File: config.mk
export PLATFORM = sky130hd
export DESIGN_NAME = stream_fifo_lvl
export DESIGN_NICKNAME = d
export VERILOG_FILES = /design/src/rtl/mem_pkg.sv /design/src/rtl/stream_fifo_lvl_ctrl.sv /design/src/rtl/stream_fifo_lvl.sv
export SDC_FILE = /design/constraint.sdc
export NUM_CORES = 1
export LEC_CHECK = 0
export BUFFER_PORTS_ARGS = -buffer_cell sky130_fd_sc_hd__buf_2
export CAP_MARGIN = 5
export CORE_UTILIZATION = 45
export CTS_CLUSTER_SIZE = 16
export DETAILED_ROUTE_END_ITERATION = 12
export GPL_TIMING_DRIVEN = 0
export PLACE_DENSITY = 0.6
export SLEW_MARGIN = 20
export SYNTH_ARGS = -nofsm -noshare
export SYNTH_HDL_FRONTEND = slang
export SYNTH_SLANG_ARGS = --single-unit
File: constraint.sdc
create_clock -name clk_i -period 5.25 [get_ports clk_i]
set_input_delay 1.05 -clock clk_i [delete_from_list [all_inputs] [get_ports clk_i]]
set_output_delay 1.05 -clock clk_i [all_outputs]
set_load 0.05 [all_outputs]
File: src/rtl/mem_pkg.sv
// ============================================================================
// Module   : mem_pkg
// Brief    : Shared types and helpers for the level-tracking stream FIFO.
// Revision : 1.0 - initial release
// ============================================================================
`default_nettype none

package mem_pkg;

    typedef struct packed {
        logic       empty;
        logic       full;
        logic       almost_full;
        logic       almost_empty;
        logic [7:0] level;
        logic [7:0] peak_level;
        logic [7:0] push_pointer;
        logic [7:0] pop_pointer;
    } flags_fifo_lvl_t;

    function automatic int fifo_lvl_width(input int depth);
        return $clog2(depth + 1);
    endfunction

endpackage

`default_nettype wire

File: src/rtl/stream_fifo_lvl_ctrl.sv
// ============================================================================
// Module   : stream_fifo_lvl_ctrl
// Brief    : Pointer, occupancy and peak-occupancy tracking for stream_fifo_lvl.
// Revision : 1.0 - initial release
// ============================================================================
`default_nettype none

module stream_fifo_lvl_ctrl #(
    parameter int FIFO_DEPTH = 8,
    parameter int LW         = 4,
    parameter int AW         = 3
) (
    input  logic          clk_i,
    input  logic          rst_ni,
    input  logic          clear_i,
    input  logic          write_i,
    input  logic          read_i,
    output logic [AW-1:0] push_ptr_o,
    output logic [AW-1:0] pop_ptr_o,
    output logic [LW-1:0] level_o,
    output logic [LW-1:0] peak_o
);

    logic [AW-1:0] r_push_ptr;
    logic [AW-1:0] r_pop_ptr;
    logic [LW-1:0] r_level;
    logic [LW-1:0] r_peak;
    logic [LW-1:0] w_level_d;

    // Explicit wrap so non-power-of-two depths index correctly.
    function automatic logic [AW-1:0] ptr_inc(input logic [AW-1:0] ptr);
        return (ptr == AW'(FIFO_DEPTH - 1)) ? '0 : ptr + AW'(1);
    endfunction

    always_comb begin
        w_level_d = r_level;
        if (write_i && !read_i) begin
            w_level_d = r_level + LW'(1);
        end else if (!write_i && read_i) begin
            w_level_d = r_level - LW'(1);
        end
    end

    always_ff @(posedge clk_i or negedge rst_ni) begin
        if (!rst_ni) begin
            r_push_ptr <= '0;
            r_pop_ptr  <= '0;
            r_level    <= '0;
            r_peak     <= '0;
        end else if (clear_i) begin
            r_push_ptr <= '0;
            r_pop_ptr  <= '0;
            r_level    <= '0;
            r_peak     <= '0;
        end else begin
            if (write_i) begin
                r_push_ptr <= ptr_inc(r_push_ptr);
            end
            if (read_i) begin
                r_pop_ptr <= ptr_inc(r_pop_ptr);
            end
            r_level <= w_level_d;
            if (w_level_d > r_peak) begin
                r_peak <= w_level_d;
            end
        end
    end

    assign push_ptr_o = r_push_ptr;
    assign pop_ptr_o  = r_pop_ptr;
    assign level_o    = r_level;
    assign peak_o     = r_peak;

endmodule

`default_nettype wire

File: src/rtl/stream_fifo_lvl.sv
// ============================================================================
// Module   : stream_fifo_lvl
// Brief    : Single-clock {data,strb} stream FIFO with exact level, thresholds
//            and peak watermark. STREAM_FIFO_LVL_FALL_THROUGH_EN adds bypass.
// Revision : 1.0 - initial release
// ============================================================================
`default_nettype none

module stream_fifo_lvl
    import mem_pkg::*;
#(
    parameter int DATA_WIDTH      = 32,
    parameter int FIFO_DEPTH      = 8,
    parameter int ALMOST_FULL_TH  = FIFO_DEPTH - 1,
    parameter int ALMOST_EMPTY_TH = 1
) (
    input  logic                        clk_i,
    input  logic                        rst_ni,
    input  logic                        clear_i,
    input  logic [DATA_WIDTH-1:0]       push_data_i,
    input  logic [(DATA_WIDTH+7)/8-1:0] push_strb_i,
    input  logic                        push_valid_i,
    output logic                        push_ready_o,
    output logic [DATA_WIDTH-1:0]       pop_data_o,
    output logic [(DATA_WIDTH+7)/8-1:0] pop_strb_o,
    output logic                        pop_valid_o,
    input  logic                        pop_ready_i,
    output flags_fifo_lvl_t             flags_o
);

    localparam int c_strb_w  = (DATA_WIDTH + 7) / 8;
    localparam int c_entry_w = DATA_WIDTH + c_strb_w;
    localparam int c_lw      = fifo_lvl_width(FIFO_DEPTH);
    localparam int c_aw      = $clog2(FIFO_DEPTH);

    if (FIFO_DEPTH < 2) begin : g_chk_depth
        $error("stream_fifo_lvl: FIFO_DEPTH must be at least 2");
    end
    if (ALMOST_FULL_TH < 1 || ALMOST_FULL_TH > FIFO_DEPTH) begin : g_chk_af
        $error("stream_fifo_lvl: ALMOST_FULL_TH out of range 1..FIFO_DEPTH");
    end
    if (ALMOST_EMPTY_TH < 0 || ALMOST_EMPTY_TH > FIFO_DEPTH - 1) begin : g_chk_ae
        $error("stream_fifo_lvl: ALMOST_EMPTY_TH out of range 0..FIFO_DEPTH-1");
    end

    logic [c_entry_w-1:0] r_mem [FIFO_DEPTH];

    logic [c_aw-1:0]      w_push_ptr;
    logic [c_aw-1:0]      w_pop_ptr;
    logic [c_lw-1:0]      w_level;
    logic [c_lw-1:0]      w_peak;
    logic                 w_empty;
    logic                 w_full;
    logic                 w_pop_valid;
    logic                 w_bypass;
    logic                 w_push_hs;
    logic                 w_pop_hs;
    logic                 w_write;
    logic                 w_read;
    logic [c_entry_w-1:0] w_pop_entry;

    assign w_empty = (w_level == '0);
    assign w_full  = (w_level == c_lw'(FIFO_DEPTH));

    // Ready looks only at registered occupancy: a full FIFO refuses even while popping.
    assign push_ready_o = !w_full;

`ifdef STREAM_FIFO_LVL_FALL_THROUGH_EN
    assign w_pop_valid = !w_empty || push_valid_i;
    assign w_bypass    = w_empty && push_valid_i && pop_ready_i;
`else
    assign w_pop_valid = !w_empty;
    assign w_bypass    = 1'b0;
`endif

    assign w_push_hs = push_valid_i && !w_full && !clear_i;
    assign w_pop_hs  = w_pop_valid && pop_ready_i && !clear_i;
    // A bypassed beat is consumed straight from the input; storage is untouched.
    assign w_write   = w_push_hs && !w_bypass;
    assign w_read    = w_pop_hs && !w_bypass;

    stream_fifo_lvl_ctrl #(
        .FIFO_DEPTH (FIFO_DEPTH),
        .LW         (c_lw),
        .AW         (c_aw)
    ) u_ctrl (
        .clk_i      (clk_i),
        .rst_ni     (rst_ni),
        .clear_i    (clear_i),
        .write_i    (w_write),
        .read_i     (w_read),
        .push_ptr_o (w_push_ptr),
        .pop_ptr_o  (w_pop_ptr),
        .level_o    (w_level),
        .peak_o     (w_peak)
    );

    always_ff @(posedge clk_i or negedge rst_ni) begin
        if (!rst_ni) begin
            for (int i = 0; i < FIFO_DEPTH; i++) begin
                r_mem[i] <= '0;
            end
        end else if (clear_i) begin
            for (int i = 0; i < FIFO_DEPTH; i++) begin
                r_mem[i] <= '0;
            end
        end else if (w_write) begin
            r_mem[w_push_ptr] <= {push_data_i, push_strb_i};
        end
    end

    always_comb begin
        w_pop_entry = r_mem[w_pop_ptr];
`ifdef STREAM_FIFO_LVL_FALL_THROUGH_EN
        if (w_empty) begin
            w_pop_entry = {push_data_i, push_strb_i};
        end
`endif
        if (!w_pop_valid) begin
            w_pop_entry = '0;
        end
    end

    assign {pop_data_o, pop_strb_o} = w_pop_entry;
    assign pop_valid_o              = w_pop_valid;

    always_comb begin
        flags_o              = '0;
        flags_o.empty        = w_empty;
        flags_o.full         = w_full;
        flags_o.almost_full  = (w_level >= c_lw'(ALMOST_FULL_TH));
        flags_o.almost_empty = (w_level <= c_lw'(ALMOST_EMPTY_TH));
        flags_o.level        = 8'(w_level);
        flags_o.peak_level   = 8'(w_peak);
        flags_o.push_pointer = 8'(w_push_ptr);
        flags_o.pop_pointer  = 8'(w_pop_ptr);
    end

endmodule

`default_nettype wire

# After elaboration in Yosys (flattened, before gate mapping)
# Index checks and enable logic that the tools add are counted.
# totals
ff_bits,302
in_bits,41
elab_cells,63
# classes
n_addsub,4
order_cmp,6
eq_ne,3
n_mux,20
bitwise_logic,2
reduce_logical,16
# ops
cell,count
$mux W288,2
$bwmux W288,1
$mux W36,4
$bmux W36 S3,1
$demux W36 S3,1
$mux W4,5
$mux W3,6
$ge A4 B4 Y1 const B,2
$not A3 Y4,2
$logic_and A1 B1 Y1,7
$add A3 B1 Y3 const B,2
$eq A3 B3 Y1 const B,2
$reduce_bool A2 Y1,3
$logic_not A1 Y1,5
$add A4 B1 Y4 const B,1
$eq A4 B4 Y1 const B,1
$ge A4 B3 Y1 const B,1
$gt A4 B4 Y1,1
$le A4 B1 Y1 const B,1
$logic_not A4 Y1,1
$lt A4 B1 Y1 const B,1
$sub A4 B1 Y4 const B,1

# Depth between registers and ports, before layout
# Gate-level depths: netlist (run 1).
# depth
ltp_word,11
ltp_mapped,14
depth_no_buf,14

# Cells and area by module
# From an unflattened synthesis (run 1), not the netlist that was laid out.
# hier_totals
cells_unflattened,1266
area_unflattened_um2,16020.4
# modules_own_cells
mod,n_inst,cells_each,area_per_inst_um2,seq_area_each_um2
stream_fifo_lvl,1,1183,15177.1,7206.9
stream_fifo_lvl_ctrl,1,83,843.3,350.3

# Worst setup path after synthesis (run 1)
# Ideal clock, no wire load.
# synth_path
kind,register -> output
startpoint,"register u_ctrl.r_level[0], in the netlist u_ctrl.level_o[0]"
endpoint,output pop_data_o[22]
arrival_ns,2.797
path_slack_ns,1.403
stages_incl_launch_ff,8
path_buffers,1
path_cell_list,dfrtp_1 inv_1 ha_1 nor2b_1 nand2b_1 inv_2 buf_1 nor2_1
# synth_via
elab_chain_len,2
# synth_lines
element,line,source
from (decl),stream_fifo_lvl_ctrl.sv:26,logic [LW-1:0] r_level;
from (signal assigned),stream_fifo_lvl_ctrl.sv:62,r_level <= w_level_d;
$logic_not A4 Y1,stream_fifo_lvl.sv:62,assign w_empty = (w_level == '0);
net w_empty,stream_fifo_lvl.sv:52,logic w_empty;
$mux W36,stream_fifo_lvl.sv:119,if (!w_pop_valid) begin
to (decl),stream_fifo_lvl.sv:24,"output logic [DATA_WIDTH-1:0] pop_data_o,"
# The timed path passes the listed nets, and every way through them passes these cells.

# Final worst setup path (run 1)
# layout_path
startpoint,"register u_ctrl.r_pop_ptr[1], in the netlist u_ctrl.pop_ptr_o[1]"
endpoint,output pop_data_o[24]
# layout_via
elab_chain_len,5
# layout_lines
element,line,source
from (decl),stream_fifo_lvl_ctrl.sv:25,logic [AW-1:0] r_pop_ptr;
from (signal assigned),stream_fifo_lvl_ctrl.sv:60,r_pop_ptr <= ptr_inc(r_pop_ptr);
$not A3 Y4 (implied by the code),stream_fifo_lvl.sv:113,w_pop_entry = r_mem[w_pop_ptr];
$bmux W36 S3,stream_fifo_lvl.sv:113,
$mux W36 (implied by the code) (2 in series),stream_fifo_lvl.sv:113,
$mux W36,stream_fifo_lvl.sv:119,
# No other way between the ends. The select of a mux whose other input is x is not followed.

==> results_dict.tcl, run 1 <==
set metrics [dict create \
    status "complete, no violations" \
    drive_gt1_share_pct 16.5 \
    cp-start-kind "flop" \
    first_pass_iters 5 \
    slowest_delay_ns 0.69 \
    grt_usage_pct 27.0 \
    io_buffer_count 59 \
    dieArea_mm2 0.0339 \
    clockBufferDepth 3 \
    diodes 0 \
    ant_nets 0 \
    clk-insertion-delay-late_ns 0.52 \
    layout.nets 1759 \
    post-cts-setup-buffers 0 \
    worstRegToRegCells 14 \
    worst_path_max_delay_cell "clkbuf_1" \
    critPathArrivalTime_ns 3.14 \
    cp_num_buf_inv 3 \
    crit_family "buffers and inverters" \
    r2r-start "u_ctrl.level_o[0]" \
    synth_top_cell_by_area "dfrtp_1" \
    postCtsHoldBufs 0 \
    reg2reg_to "u_ctrl.peak_o[3]" \
    p_clk_share_pct 42.7 \
    cts_resized 0 \
    avgSynthCellArea_um2 9.39 \
    synthCells 1591 \
    placed_area_mm2 0.0159 \
    period_share_pct 79.8 \
    hpwl_um 29300 \
    yosys_register_bits 302 \
    num_rows 66 \
    ir_drop_mv 0.222 \
    wl_per_cell_um 20.4 \
    drc 0 \
    clock.fmax_mhz 239 \
    dieHeight_um 184 \
    mostFrequentLayoutCells "589 x nand2_1, 302 x dfrtp_1, 297 x a21oi_1, 85 x clkbuf_1, 82 x buf_2" \
    internal-power_mw 4.07 \
    start_util_pct 45.8 \
    grt_pass1_wl_um 69400 \
    dr_total_vias 11900 \
    synth.cell_area_mm2 0.0149 \
    first_global_vias 11800 \
    skew_ns 0.0124 \
    critical_path_class "flop to output port" \
    power_switching_mw 1.60 \
    tightest_slew_ns 1.01 \
    leakagePower_nw 7.17 \
    powerDensity_mw_per_mm2 332 \
    io_pins 115 \
    utilization_pct 52.4 \
    synth-seq-area-share_pct 50.6 \
    cts_tree "done" \
    finalWeightedCongestion 0.823 \
    power_frac_seq_pct 42.5 \
    final_area_mm2 0.0171 \
    cts_buffers 35 \
    cts.sinks 302 \
    avgViaCountPerCell 5.50 \
    h-tree-depth 2 \
    swShare_pct 28.3 \
    globalRouteOverflowTotal 0 \
    wl_um 44200 \
    synthFlopType "dfrtp_1" \
    async_flop_share_pct 100 \
    min_path_type "primary input to async pin" \
    clk_pin_slew_worst_paths_ns 0.06 \
    drt_iter0_markers 1158 \
    crit_top_cell "clkbuf_1" \
    yosysTopAreaCellShare_pct 50.6 \
    antenna_found_initial 0 \
    final-setup-viol-count 0 \
    finalPower_mw 5.68 \
    synth_area_leaders "dfrtp_1 51%, nand2_1 15%, mux4_2 11%, a21oi_1 9.9%, buf_4 3.1%" \
    combPwrFrac_pct 14.8 \
    rsz0062_at_grt "false" \
    finalHoldViolCount 0 \
    fp.dieW_um 184 \
    period_needed_ns 4.19 \
    root_buffer "clkbuf_16" \
    path_cells "clkbuf_1, clkbuf_1, mux4_2, mux2i_1, nor2_1, buf_2" \
    drv_slew 0 \
    cap_violations 0 \
    cp_data_required_time_ns 4.20 \
    synth-edff-count 0 \
    path_max_fanout 10 \
    relSlewSlack_pct 32.4 \
    r2r_setup_slack_ns 1.84 \
    crit_path_end_kind "output port" \
    timing.hold.ws_ns 0.433 \
    yosys_warnings 0 \
    syn_to_final_growth_pct 14.3 \
    grt_start_max_net_pins 95 \
    yosysUniqueCellTypes 43 \
    final_common_cell "nand2_1" \
    core_mm2 0.0326 \
]
## cell usage after synthesis (2+ instances only)
cell and n:
and2_1 2, clkbuf_1 79, buf_2 24, nand4b_1 2
inv_1 9, or3_1 3, a21oi_1 297, ha_1 11
nor3_1 4, a21o_1 2, buf_1 3, and3_1 2
and4_1 2, nand2b_1 6, nor2_1 45, nand2_1 589
buf_4 62, a31oi_1 2, mux4_2 72, nor2b_1 6
o22ai_1 3, mux2i_1 36, buf_6 4, dfrtp_1 302
nand3_1 5, inv_2 2
## area by class of cell
| class | instances | area [um^2] |
|---|---|---|
| buffer | 172 | 938 |
| timing repair buffer | 62 | 388 |
| fill | 3040 | 15500 |
| sequential | 302 | 7560 |
| multi-input combinational | 1123 | 6470 |
| inverter | 11 | 41.3 |
| clock inverter | 7 | 75.1 |
| clock buffer | 52 | 1060 |
| tap | 442 | 553 |
## per-stage QoR
step	std cells	worst slack, ns	TNS, ns
6_report	2171	1.06	0
5_1_grt	2171	0.909	0
4_1_cts	2171	1.12	0
3_5_place_dp	2112	1.57	0
3_3_place_gp	2109	-2.81	-836.61
2_1_floorplan	1608	1.40	0
## cell families (layout without fill, tap and decap cells)
logic type,count (synthesis),after routing,share of synthesized area [%]
compound gates,311,311,10.7
xor+xnor,2,2,0.117
fa+ha+maj,11,11,0.921
buf+inv,183,304,6.56
flops,302,302,50.6
mux,108,108,13.3
other cells,1,18,0.0251
simple gates,673,673,17.8
## metal layers
metal  track usage [%]  wire [um]  up-vias
li1                  -          -     5493
met1              37.4      19100     5933
met2              43.5      21000      431
met3              4.60       2970       78
met4              8.40       1130        0
met5                 0          0        -
## state kept, by name, indices dropped and copies added, names as in the netlist
signal             count
r_mem                288
u_ctrl.level_o         4
u_ctrl.peak_o          4
u_ctrl.pop_ptr_o       3
u_ctrl.push_ptr_o      3
## power groups by stage
| stage | sequential, mW | clock [mW] | combinational (mW) |
|---|---|---|---|
| 6_report | 2.41 | 2.42 | 0.838 |
| 5_1_grt | 2.42 | 2.55 | 0.903 |
| 4_1_cts | 2.41 | 2.45 | 0.841 |
| 3_5_place_dp | 2.46 | 0 | 0.839 |
| 3_3_place_gp | 2.45 | 0 | 0.816 |
| 2_1_floorplan | 2.48 | 0 | 0.539 |
## how the worst max path moves through the flow
stage               cells past startpoint                 from  slack (ns)                to
CTS                                     8    u_ctrl.level_o[0]        1.12    pop_data_o[15]
detailed placement                     11              clear_i        1.57  u_ctrl.peak_o[3]
global route                            8    u_ctrl.level_o[1]        0.91    pop_data_o[15]
global placement                        1               rst_ni       -2.81        r_mem[128]
finish                                  6  u_ctrl.pop_ptr_o[1]        1.06    pop_data_o[24]
floorplan                               7    u_ctrl.level_o[0]        1.40    pop_data_o[22]
Note: power is estimated with default switching activity, not from simulation.
==> inputs of run 2 (changes only) <==
Settings changed: ABC_AREA from default to 1.
Clock period 5.25 ns to 3.98 ns, I/O delays scaled along.
==> run 2 against run 1 <==
  * First-iteration DRC count grew 6.6%
  * Sequential power increased by 34%
  * Critical path type unchanged
  * Count of clock-buffer cells in the layout rose by 1
  * Cell area is 2.9% lower
  * Largest power group is now sequential cells
  * Die area decreased by 4.1%
  * Via count is 7.1% higher
  * Hold slack worse by 0.25 ns
  * Non-clock buffer count is 22 higher
==> results_dict.tcl, run 2 <==
set metrics [dict create \
    slowest_delay_ns 0.48 \
    cp_data_required_time_ns 3.18 \
    ant_nets 0 \
    clk_pin_slew_worst_paths_ns 0.05 \
    syn_to_final_growth_pct 15.8 \
    io_pins 115 \
    yosysUniqueCellTypes 34 \
    cts_tree "done" \
    wl_um 46400 \
    drt_iter0_markers 1234 \
    period_share_pct 92.3 \
    use_met2_pct 45.4 \
    core_mm2 0.0310 \
    final_area_mm2 0.0166 \
    synthSimpleGateAreaFrac_pct 11.7 \
    skew_ns 0.0133 \
    tns_ns 0 \
    cap_violations 0 \
    synth_mux_area_share_pct 0 \
    ir_drop_mv 0.479 \
    mostFrequentLayoutCells "302 x dfrtp_1, 224 x o21ai_0, 194 x nand3_1, 166 x inv_1, 146 x a21oi_1" \
    drv_slew 0 \
    path_cells "inv_1, ha_1, nand2_1, buf_2, nand2_1, a31oi_1, buf_2" \
    synth_compound_area_share_pct 23.9 \
    post-cts-setup-buffers 0 \
    fillCellCount 2982 \
    io_buffer_count 96 \
    r2r-start "u_ctrl.level_o[0]" \
    synth-xor-area-share_pct 0.183 \
    antenna_found_initial 0 \
    gr-max-usage-layer "met2" \
    dp_cells 2112 \
    fp.dieW_um 180 \
    tightest_slew_ns 0.759 \
    finalWeightedCongestion 0.842 \
    reg2reg_to "u_ctrl.peak_o[1]" \
    synth_area_leaders "dfrtp_1 53%, o21ai_0 7.8%, nand3_1 6.8%, o22ai_1 6.3%, a21oi_1 5.1%" \
    synth.cell_area_mm2 0.0143 \
    synth-edff-count 0 \
    layout.nets 1805 \
    cp-start-kind "flop" \
    yosys_register_bits 302 \
    hpwl_um 31500 \
    rsz0062_at_grt "false" \
    finalPower_mw 8.51 \
    powerDensity_mw_per_mm2 513 \
    synth_fa_ha_area_share_pct 0.961 \
    wl_per_cell_um 21.4 \
    diodes 0 \
    start_util_pct 46.2 \
    grt_usage_pct 29.1 \
    drc 0 \
    yosysMostFrequentCell "dfrtp_1" \
    period_needed_ns 3.67 \
    dieArea_mm2 0.0326 \
    cts_buffers 36 \
    fin_cells 2168 \
    final-setup-viol-count 0 \
    async_flop_share_pct 100 \
    postCtsHoldBufs 0 \
    clock.fmax_mhz 272 \
    drive_gt1_share_pct 15.2 \
    leakagePower_nw 7.19 \
    largest_register_ffs 288 \
    min_path_type "primary input to async pin" \
    utilization_pct 53.5 \
    grt_pass1_wl_um 73800 \
    timing.hold.ws_ns 0.184 \
    globalRouteOverflowTotal 0 \
    clk-insertion-delay-late_ns 0.51 \
    root_buffer "clkbuf_16" \
    placed_area_mm2 0.0155 \
    status "complete, no violations" \
    critical_path_class "flop to output port" \
    top_register "r_mem" \
    synthFlopType "dfrtp_1" \
    fin_ws_ns 0.307 \
    avgViaCountPerCell 5.89 \
    critPathArrivalTime_ns 2.88 \
    post-place-ws_ns 0.620 \
    num_rows 64 \
    synth_common_cells "302 x dfrtp_1, 224 x o21ai_0, 194 x nand3_1" \
    final_common_cell "dfrtp_1" \
    grt_util_met3_pct 4.30 \
    dr_total_vias 12800 \
    synthCells 1600 \
    synth_top_family_by_area "compound AO/OA/AOI/OAI gates" \
    path_max_fanout 19 \
    avgSynthCellArea_um2 8.95 \
    first_global_vias 12600 \
    first_pass_iters 5 \
    synth-seq-area-share_pct 52.8 \
    crit_path_end_kind "output port" \
    relSlewSlack_pct 49.4 \
    worstRegToRegCells 17 \
    h-tree-depth 2 \
    cts_resized 0 \
    dieHeight_um 180 \
    r2r_setup_slack_ns 0.94 \
    cts.sinks 302 \
    yosys_warnings 0 \
    grt_start_max_net_pins 96 \
    synth_top_cell_by_area "dfrtp_1" \
    worst_path_max_delay_cell "buf_2" \
    use_met1_pct 41.3 \
    yosysTopAreaCellShare_pct 52.8 \
    finalHoldViolCount 0 \
    clockBufferDepth 3 \
]
==> run 2: changes by cell type after synthesis, moves of 52 or more <==
cell / delta
mux4_2: -72
nand3_1: +189
a21oi_1: -151
o22ai_1: +141
inv_1: +157
o21ai_1: +52
nand2_1: -482
o21ai_0: +223
==> run 2: worst max-delay path by stage <==
stage,to,start,slack (ns),depth (start not counted)
finish,pop_strb_o[0],u_ctrl.level_o[0],0.31,7
global route,pop_data_o[31],u_ctrl.level_o[0],0.21,7
global placement,r_mem[162],rst_ni,-3.83,1
floorplan,pop_data_o[24],u_ctrl.level_o[0],0.34,6
CTS,pop_data_o[19],u_ctrl.level_o[0],0.09,8
detailed placement,pop_data_o[19],u_ctrl.level_o[0],0.62,8
==> run 2: cell families (layout without fill, tap and decap cells) <==
logic type | Yosys count | in the layout
AOI/OAI and AO/OA | 623 | 623
and+or+nand+nor | 330 | 330
buffers and inverters | 330 | 485
DFF | 302 | 302
adders and majority gates | 11 | 11
xor gates and xnor gates | 3 | 3
other | 1 | 18
==> run 2: where the power goes <==
group / switching (mW) / leakage (nW) / total [mW] / internal, mW
Clock: 1.25 / 0.561 / 3.18 / 1.93
Combinational: 1.60 / 2.44 / 2.11 / 0.507
Sequential: 0.0520 / 4.19 / 3.22 / 3.17
==> run 2: layer usage <==
layer / vias to the layer above / routed length (um)
met1: 6294 / 20600
met3: 85 / 3000
met4: 0 / 1560
li1: 5894 / -
met2: 506 / 21300
met5: - / 0
==> run 2: final cells by class <==
class                   count  area (um^2)  share of cell area, %
clock buffers              53         1090                   6.55
multi-input cells         985         5320                   32.1
repair buffers             99          573                   3.46
well taps                 396          495                   2.99
plain buffers             157          861                   5.19
flip-flops and latches    302         7560                   45.6
clock inverters             4         45.0                  0.272
inverters                 172          646                   3.89
==> run 2: worst max-delay path, delay by kind of cell (launching register included) <==
| kind | cells | cell delay [ns] |
|---|---|---|
| buf+inv | 3 | 0.93 |
| flops | 1 | 0.45 |
| simple gates | 2 | 0.39 |
| compound gates | 1 | 0.31 |
| fa+ha+maj | 1 | 0.27 |
